<file path="src/rtl/calc_pkg.sv">
// Shared constants for the calculator key-entry path: key codes, operation and state encodings.
package calc_pkg;

  localparam int DIGITOS_DEF = 10;

  localparam logic [4:0] TECLA_MAX_DIGITO = 5'd9;
  localparam logic [4:0] TECLA_SUMA       = 5'd16;
  localparam logic [4:0] TECLA_RESTA      = 5'd17;
  localparam logic [4:0] TECLA_MULT       = 5'd18;
  localparam logic [4:0] TECLA_DIV        = 5'd19;
  localparam logic [4:0] TECLA_RAIZ       = 5'd20;
  localparam logic [4:0] TECLA_IGUAL      = 5'd21;
  localparam logic [4:0] TECLA_BORRAR     = 5'd22;

  typedef enum logic [1:0] {
    EST_IDLE  = 2'b00,
    EST_ENT_A = 2'b01,
    EST_ENT_B = 2'b10,
    EST_CALC  = 2'b11
  } estado_e;

  typedef enum logic [2:0] {
    OP_SUMA  = 3'b000,
    OP_RESTA = 3'b001,
    OP_MULT  = 3'b010,
    OP_DIV   = 3'b011,
    OP_RAIZ  = 3'b100
  } op_e;

  function automatic op_e op_de_tecla(input logic [4:0] t);
    op_e r;
    case (t)
      TECLA_RESTA: r = OP_RESTA;
      TECLA_MULT:  r = OP_MULT;
      TECLA_DIV:   r = OP_DIV;
      TECLA_RAIZ:  r = OP_RAIZ;
      default:     r = OP_SUMA;
    endcase
    return r;
  endfunction

endpackage

</file>
<file path="src/rtl/bcd_acumulador.sv">
// Packed-BCD operand register with a digit counter that ignores leading zeros.
module bcd_acumulador #(
  parameter int DIGITOS = 10,
  parameter int W       = 4 * DIGITOS,
  parameter int CW      = $clog2(DIGITOS + 1)
) (
  input  logic          clk,
  input  logic          rst,
  input  logic          clear,
  input  logic          load,
  input  logic          shift,
  input  logic [3:0]    digito,
  output logic [W-1:0]  valor,
  output logic [CW-1:0] cuenta
);

  logic [W-1:0]  valor_q, valor_d;
  logic [CW-1:0] cuenta_q, cuenta_d;

  always_comb begin
    valor_d  = valor_q;
    cuenta_d = cuenta_q;
    if (clear) begin
      valor_d  = '0;
      cuenta_d = '0;
    end else if (load) begin
      valor_d  = {{(W-4){1'b0}}, digito};
      cuenta_d = (digito != 4'd0) ? CW'(1) : '0;
    end else if (shift && (cuenta_q != CW'(DIGITOS))) begin
      valor_d = {valor_q[W-5:0], digito};
      // A zero shifted into an all-zero register is a leading zero
      if ((valor_q != '0) || (digito != 4'd0))
        cuenta_d = cuenta_q + CW'(1);
    end
  end

  always_ff @(posedge clk) begin
    if (rst) begin
      valor_q  <= '0;
      cuenta_q <= '0;
    end else begin
      valor_q  <= valor_d;
      cuenta_q <= cuenta_d;
    end
  end

  assign valor  = valor_q;
  assign cuenta = cuenta_q;

endmodule

</file>
<file path="src/rtl/calc_entrada_teclado.sv">
// Key-entry controller: builds operands A and B, latches the operation, and
// hands off to the arithmetic units with a one-cycle inicio pulse.
module calc_entrada_teclado
  import calc_pkg::*;
#(
  parameter int DIGITOS = DIGITOS_DEF,
  parameter int W       = 4 * DIGITOS
) (
  input  logic         clk,
  input  logic         rst,
  input  logic         tecla_valida,
  input  logic [4:0]   tecla,
  input  logic         DONE,
  output logic [W-1:0] reg_A,
  output logic [W-1:0] reg_B,
  output logic [1:0]   estado,
  output logic [2:0]   OP,
  output logic         inicio,
  output logic         listo
);

  localparam int CW = $clog2(DIGITOS + 1);

  estado_e estado_q, estado_d;
  op_e     op_q, op_d;
  logic    inicio_q, inicio_d;
  logic    listo_q, listo_d;

  logic clr_a, ld_a, sh_a;
  logic clr_b, sh_b;
  logic [CW-1:0] cuenta_a, cuenta_b;

  logic es_digito, es_oper, es_raiz, es_igual, es_borrar;

  assign es_digito = tecla_valida && (tecla <= TECLA_MAX_DIGITO);
  assign es_oper   = tecla_valida && (tecla >= TECLA_SUMA) && (tecla <= TECLA_DIV);
  assign es_raiz   = tecla_valida && (tecla == TECLA_RAIZ);
  assign es_igual  = tecla_valida && (tecla == TECLA_IGUAL);
  assign es_borrar = tecla_valida && (tecla == TECLA_BORRAR);

  always_ff @(posedge clk) begin
    if (rst) estado_q <= EST_IDLE;
    else     estado_q <= estado_d;
  end

  always_comb begin
    estado_d = estado_q;
    if (es_borrar) begin
      estado_d = EST_IDLE;
    end else begin
      case (estado_q)
        EST_IDLE:  if (es_digito) estado_d = EST_ENT_A;
        EST_ENT_A: begin
          if (es_oper)      estado_d = EST_ENT_B;
          else if (es_raiz) estado_d = EST_CALC;
        end
        EST_ENT_B: if (es_igual && (cuenta_b != '0)) estado_d = EST_CALC;
        EST_CALC:  if (listo_q && es_digito) estado_d = EST_ENT_A;
        default:   estado_d = EST_IDLE;
      endcase
    end
  end

  always_comb begin
    clr_a    = 1'b0;
    ld_a     = 1'b0;
    sh_a     = 1'b0;
    clr_b    = 1'b0;
    sh_b     = 1'b0;
    op_d     = op_q;
    inicio_d = 1'b0;
    listo_d  = listo_q;
    if (es_borrar) begin
      clr_a   = 1'b1;
      clr_b   = 1'b1;
      op_d    = OP_SUMA;
      listo_d = 1'b0;
    end else begin
      case (estado_q)
        EST_IDLE: ld_a = es_digito;
        EST_ENT_A: begin
          if (es_digito) begin
            sh_a = 1'b1;
          end else if (es_oper) begin
            op_d  = op_de_tecla(tecla);
            clr_b = 1'b1;
          end else if (es_raiz) begin
            op_d     = OP_RAIZ;
            inicio_d = 1'b1;
          end
        end
        EST_ENT_B: begin
          if (es_digito) begin
            sh_b = 1'b1;
          end else if (es_oper) begin
            op_d = op_de_tecla(tecla);
          end else if (es_igual && (cuenta_b != '0)) begin
            inicio_d = 1'b1;
          end
        end
        EST_CALC: begin
          if (listo_q && es_digito) begin
            ld_a    = 1'b1;
            clr_b   = 1'b1;
            listo_d = 1'b0;
          end else if (DONE && !inicio_q) begin
            // DONE during the inicio cycle cannot belong to this operation
            listo_d = 1'b1;
          end
        end
        default: ;
      endcase
    end
  end

  always_ff @(posedge clk) begin
    if (rst) begin
      op_q     <= OP_SUMA;
      inicio_q <= 1'b0;
      listo_q  <= 1'b0;
    end else begin
      op_q     <= op_d;
      inicio_q <= inicio_d;
      listo_q  <= listo_d;
    end
  end

  bcd_acumulador #(.DIGITOS(DIGITOS), .W(W), .CW(CW)) u_acc_a (
    .clk    (clk),
    .rst    (rst),
    .clear  (clr_a),
    .load   (ld_a),
    .shift  (sh_a),
    .digito (tecla[3:0]),
    .valor  (reg_A),
    .cuenta (cuenta_a)
  );

  bcd_acumulador #(.DIGITOS(DIGITOS), .W(W), .CW(CW)) u_acc_b (
    .clk    (clk),
    .rst    (rst),
    .clear  (clr_b),
    .load   (1'b0),
    .shift  (sh_b),
    .digito (tecla[3:0]),
    .valor  (reg_B),
    .cuenta (cuenta_b)
  );

  assign estado = estado_q;
  assign OP     = op_q;
  assign inicio = inicio_q;
  assign listo  = listo_q;

endmodule
</file>
<file path="config.mk">
export PLATFORM = sky130hd
export DESIGN_NAME = calc_entrada_teclado
export DESIGN_NICKNAME = d
export VERILOG_FILES = /design/src/rtl/calc_pkg.sv /design/src/rtl/bcd_acumulador.sv /design/src/rtl/calc_entrada_teclado.sv
export SDC_FILE = /design/constraint.sdc
export NUM_CORES = 1
export LEC_CHECK = 0
export CORE_MARGIN = 4
export CORE_UTILIZATION = 49
export DETAILED_ROUTE_END_ITERATION = 6
export GPL_TIMING_DRIVEN = 1
export PLACE_DENSITY = 0.85
export SYNTH_ARGS = -nofsm -noshare
export SYNTH_HDL_FRONTEND = slang
export SYNTH_SLANG_ARGS = --single-unit
</file>
<file path="constraint.sdc">
create_clock -name clk -period 2.3 [get_ports clk]
set_input_delay 0.345 -clock clk [delete_from_list [all_inputs] [get_ports clk]]
set_output_delay 0.345 -clock clk [all_outputs]
set_load 0.02 [all_outputs]
</file>
======== Word level (Yosys, flattened, before mapping) ========
Index checks and enable logic that the tools add are counted.
cells by class
  add/subtract/negate cells ............... 2
  order comparisons ....................... 3
  eq/ne operators ......................... 18
  multiplexer cells ....................... 41
  reductions and logical operators ........ 32
operators by type and width
  operator             count
  $reduce_bool 40->1   2
  $eq 5x5->1 const B   6
  $mux 1               20
  $mux 4               5
  $mux 3               5
  $ne 2x2->1 const B   6
  $pmux 3 s4           1
  $logic_and 1x1->1    11
  $mux 2               5
  $add 4x1->4 const B  2
  $ne 4x4->1 const B   2
  $pmux 2 s4           1
  $reduce_bool 2->1    4
  $reduce_bool 4->1    2
  $pmux 1 s2           3
  $pmux 3 s2           1
  $reduce_and 2->1     3
  $reduce_or 2->1      3
  $ge 5x5->1 const B   1
  $le 5x4->1 const B   1
  $le 5x5->1 const B   1
  $reduce_and 5->1     1
  $eq 2x2->1 const B   2
  $reduce_and 4->1     1
  6 further kinds      7
word-level totals
  flip-flop bits (word level) ............. 95
  input port bits ......................... 9
  output and inout port bits .............. 87
  logic and storage cells ................. 105

======== Longest topological paths before layout ========
Gate-level depths: netlist (run 1).
  depth after elaboration ................. 8
  gate-level depth with buffers ........... 8
  depth with buffers taken out ............ 7

======== By module ========
From an unflattened synthesis (run 1), not the netlist that was laid out.
unflattened totals
  cells, all modules ...................... 515
  area, all modules ....................... 4,251.6 um2
by module, submodules not included
  module                instances  cells an instance  area an instance (um2)  seq. area each (um2)
  bcd_acumulador        2          221                1,821.7                 880.8
  calc_entrada_teclado  1          73                 608.1                   140.1

======== Worst setup path before layout (run 1) ========
Ideal clock, no wire load.
  kind .................................... reg2reg
  start ................................... register estado_q[0], in the netlist estado[0]
  end ..................................... register u_acc_a.cuenta_q[3], in the netlist u_acc_a.cuenta[3]
  setup time .............................. 122 ps
  data arrival time ....................... 1,961 ps
  required time ........................... 2,178 ps
  setup slack ............................. 217 ps
  stages on the path, launching flop included .. 8
  buffers on the path ..................... 2
  period minus slack after synthesis ...... 2,083 ps
  cell sequence ........................... dfxtp_1 > inv_1 > ha_1 > nor4_2 > or2_2 > buf_2 > buf_4 > a21oi_1
on the way
  longest elaborated chain between the ends .. 6
  elaborated cells on any way between the ends .. 12
  classes of those cells .................. eq/ne (2); mux (5); reduce/logical (5)
RTL lines
  what                         line                        RTL
  start: declaration           calc_entrada_teclado.sv:24  estado_e estado_q, estado_d;
  start signal: assignment     calc_entrada_teclado.sv:43  else estado_q <= estado_d;
  $eq 2x1->1                   calc_entrada_teclado.sv:79  case (estado_q)
  $mux 1                       calc_entrada_teclado.sv:79
  $mux 1                       calc_entrada_teclado.sv:73  if (es_borrar) begin
  $logic_and 1x1->1            bcd_acumulador.sv:29        end else if (shift && (cuenta_q != CW'(DIGITOS))) begin
  $reduce_bool 2->1 (no line)  -
  $reduce_and 2->1 (no line)   -
  end signal: assignment       bcd_acumulador.sv:43        cuenta_q <= cuenta_d;
  end: declaration             bcd_acumulador.sv:18        logic [CW-1:0] cuenta_q, cuenta_d;
Several ways; a longest one is shown, not always the timed one.
A chain may end at the register's enable or synchronous reset.

======== Worst setup path in the final report (run 1) ========
  start ................................... register u_acc_b.cuenta_q[0], in the netlist u_acc_b.cuenta[0]
  end ..................................... register inicio_q, in the netlist inicio
on the way
  longest elaborated chain between the ends .. 6
RTL lines
  what                      line                         RTL
  start: declaration        bcd_acumulador.sv:18
  start signal: assignment  bcd_acumulador.sv:43
  $reduce_bool 4->1         calc_entrada_teclado.sv:97   end else if (es_igual && (cuenta_b != '0)) begin
  $logic_and 1x1->1         calc_entrada_teclado.sv:97
  $mux 1                    calc_entrada_teclado.sv:97
  $mux 1                    calc_entrada_teclado.sv:95   end else if (es_oper) begin
  $mux 1                    calc_entrada_teclado.sv:93   if (es_digito) begin
  $pmux 1 s2                calc_entrada_teclado.sv:79
  end signal: assignment    calc_entrada_teclado.sv:123  inicio_q <= inicio_d;
  end: declaration          calc_entrada_teclado.sv:26   logic inicio_q, inicio_d;
No other way between the ends.

==> impl_metrics.toml, run 1 <==
[synth]
avgSynthCellArea_um2 = 8.00
async_flop_share_pct = 0
synth_seq_cells = 95
ys_warn_count = 0
netlist_instances = 494
syn_nets = 512
synth_flop_cell = "dfxtp_1"
synth_area_mm2 = 0.00395
seq_area_frac_synth_pct = 48.1
synth_cell_types = 42
synth_edf_count = 0

[floorplan]
die_h_um = 97.8
ioPinCount = 96
dieArea_mm2 = 0.00956
die_x_um = 97.8
fp.coreArea_mm2 = 0.00777
rows = 32
start_util_pct = 50.9

[critical_path]
arrival_ps = 2410
startpoint_type = "flop"
cp.required_ps = 2620
startpoint = "u_acc_b.cuenta[0]"
r2r_start = "u_acc_b.cuenta[0]"
rrSetupSlack_ps = 200
crit_type = "flop to flop"
worstPathCellList = "inv_1 -> ha_1 -> nor3b_1 -> nor4b_1 -> nand2_1 -> a2111oi_0 -> buf_4"
max_stage_delay_ps = 530
crit_fanout = 3
critPathCaptureType = "flop"
cp_slowest_cell = "a2111oi_0"

[route]
vias = 3836
remaining_drc_errors = 0
first_pass_iters = 5
initialDrtViolationCount = 254
routedWlPerCell_um = 14.6
viasPerCell = 5.46
ant_nets = 0
drt-total-wl_um = 10300

[clock_tree]
clock_sinks = 95
postCtsSetupBuffers = 0
cts_buffers = 9
cts_tree = "done"
clk_latency_ps = 360
hold_buffers = 0
cts_root_buf = "clkbuf_8"
clk_path_buf_depth = 2
cts_resized = 0
htreeDepth = 3
clkTransAtPathRegs_ps = 100

[timing]
relSlewSlack_pct = 65.3
clock_skew_ps = 6.33
hold_viol_final = 0
fin_crit_sh_pct = 91.2
worst_pin_slew_ps = 508
fin_crit_ps = 2100
rsz0062_at_grt = "no"
setup_viol = 0
fin_setup_tns_ps = 0
fmax_mhz = 477
worst_slack_ps = 202
slew_viol_final = 0

[placed_design]
place_congestion = 0.846
dpl.cell_count = 687
dpl.hpwl_um = 7300
pre_cts_slack_ps = -122
port_buffers = 95

[layout]
final_cell_mix = "nand2_1, dfxtp_1, clkdlybuf4s50_1, a21oi_1, buf_4"
finish.net_count = 614
num_antenna_cells = 0
layout-drive-gt1-share_pct = 8.82
final_common_cell = "nand2_1"
area_growth_pct = 35.4
instances_no_fill = 703

[power_and_ir_drop]
power_leakage_uw = 0.00176
ir_drop_mv = 0.398
p_per_area_mw_per_mm2 = 650

[global_routing]
grt_pass1_wl_um = 16800
grt_max_degree = 44
grt_pass1_vias = 3542
antenna_found_initial = 0
grt_util_all_layers_pct = 21.1
gr-total-overflow = 0

[min_path]
min_from = "OP[0]"
hold_class = "flop to flop"

[job]
drv_cap = 0

[outcome]
status = "finished clean"
## flip-flops by register name (all words and copies together), names as in the netlist
| name | count |
|---|---|
| u_acc_b.cuenta | 4 |
| u_acc_b.valor | 40 |
| estado | 2 |
| OP | 3 |
| u_acc_a.valor | 40 |
| listo | 1 |
| inicio | 1 |
| u_acc_a.cuenta | 4 |
## worst paths after layout
kind,to,cells past startpoint
max,inicio,7
min,OP[0],2
max reg2reg,inicio,7
min reg2reg,OP[0],2
## critical path: cells and delay by family, from the launching register on
kind	cells	cell delay (ps)
buf+inv	2	280
simple gates	3	660
flops	1	370
fa+ha+maj	1	210
compound gates	1	530
## where the power goes
part	internal [uW]	leakage [uW]	switching [uW]
clock	628	0.000108	622
sequential	1670	0.000765	33.7
combinational	214	0.000882	307
## per-stage QoR
step | util (%) | hold slack (ps) | total power, uW | area, um2
finish | 68.9 | 458 | 3480 | 5350
global route | 68.9 | 488 | 3620 | 5350
CTS | 68.9 | 465 | 3490 | 5350
detailed placement | 65.9 | 451 | 2260 | 5120
global placement | 65.9 | 444 | 2250 | 5120
floorplan | - | 453 | 2070 | 3950
## layer usage
layer  wire, um  vias to the layer above  part of all wire [%]  GRT usage (%)
met5          0                        -                     0              0
met4        184                        0                   1.8           7.56
met3        569                       14                   5.5           4.43
met2       4960                      117                    48           34.4
met1       4550                     1804                    44           27.8
li1           -                     1901                     -              -
## cells in the mapped netlist (2+ instances only)
cell         n  area [um2]
o2111ai_1    2        17.5
or2_2        3        18.8
nand3_1      5        25.0
nor4_1      21         131
ha_1         9         113
nor2_1       5        18.8
clkbuf_1    13        48.8
o21ai_0     11        55.1
nor3_1       2        10.0
buf_2       13        65.1
o31ai_2      3        37.5
buf_6        2        22.5
a311oi_1     3        26.3
or3_1        6        37.5
buf_4        2        15.0
dfxtp_1     95        1900
nand2_1    164         616
and3b_1      2        17.5
nor4_2       2        25.0
a21oi_1     90         450
nor4_4       2        42.5
xnor2_1      2        17.5
inv_1       14        52.6
nand4_1      5        31.3
## area by class of cell
type,count,area (um2)
multi-input cells,355,1840
flip-flops and latches,95,1900
fillers,638,2420
inverters,14,52.6
well taps,102,128
repair buffers,121,1200
clock buffers,9,124
clock inverters,7,104
## logic make-up (layout without fill, tap and decap cells)
family	count (synthesis)	count (layout)	synth area share [%]
flops	95	95	48.1
fa+ha+maj	9	9	2.85
buf+inv	44	151	5.16
compound gates	118	118	16.9
mux	1	1	0.253
xor+xnor	2	2	0.444
simple gates	225	225	26.2
Power figures use the tool's default switching activity.
==> run 2, diff against run 1 <==
--- a/config.mk
+++ b/config.mk
@@ -7,6 +7,7 @@
 export LEC_CHECK = 0
 export CORE_MARGIN = 4
 export CORE_UTILIZATION = 49
+export CTS_CLUSTER_DIAMETER = 50
 export DETAILED_ROUTE_END_ITERATION = 6
 export GPL_TIMING_DRIVEN = 1
 export PLACE_DENSITY = 0.85
==> results of run 2 <==
Same layout as run 1: the final DEF is identical, and so are final timing and power.
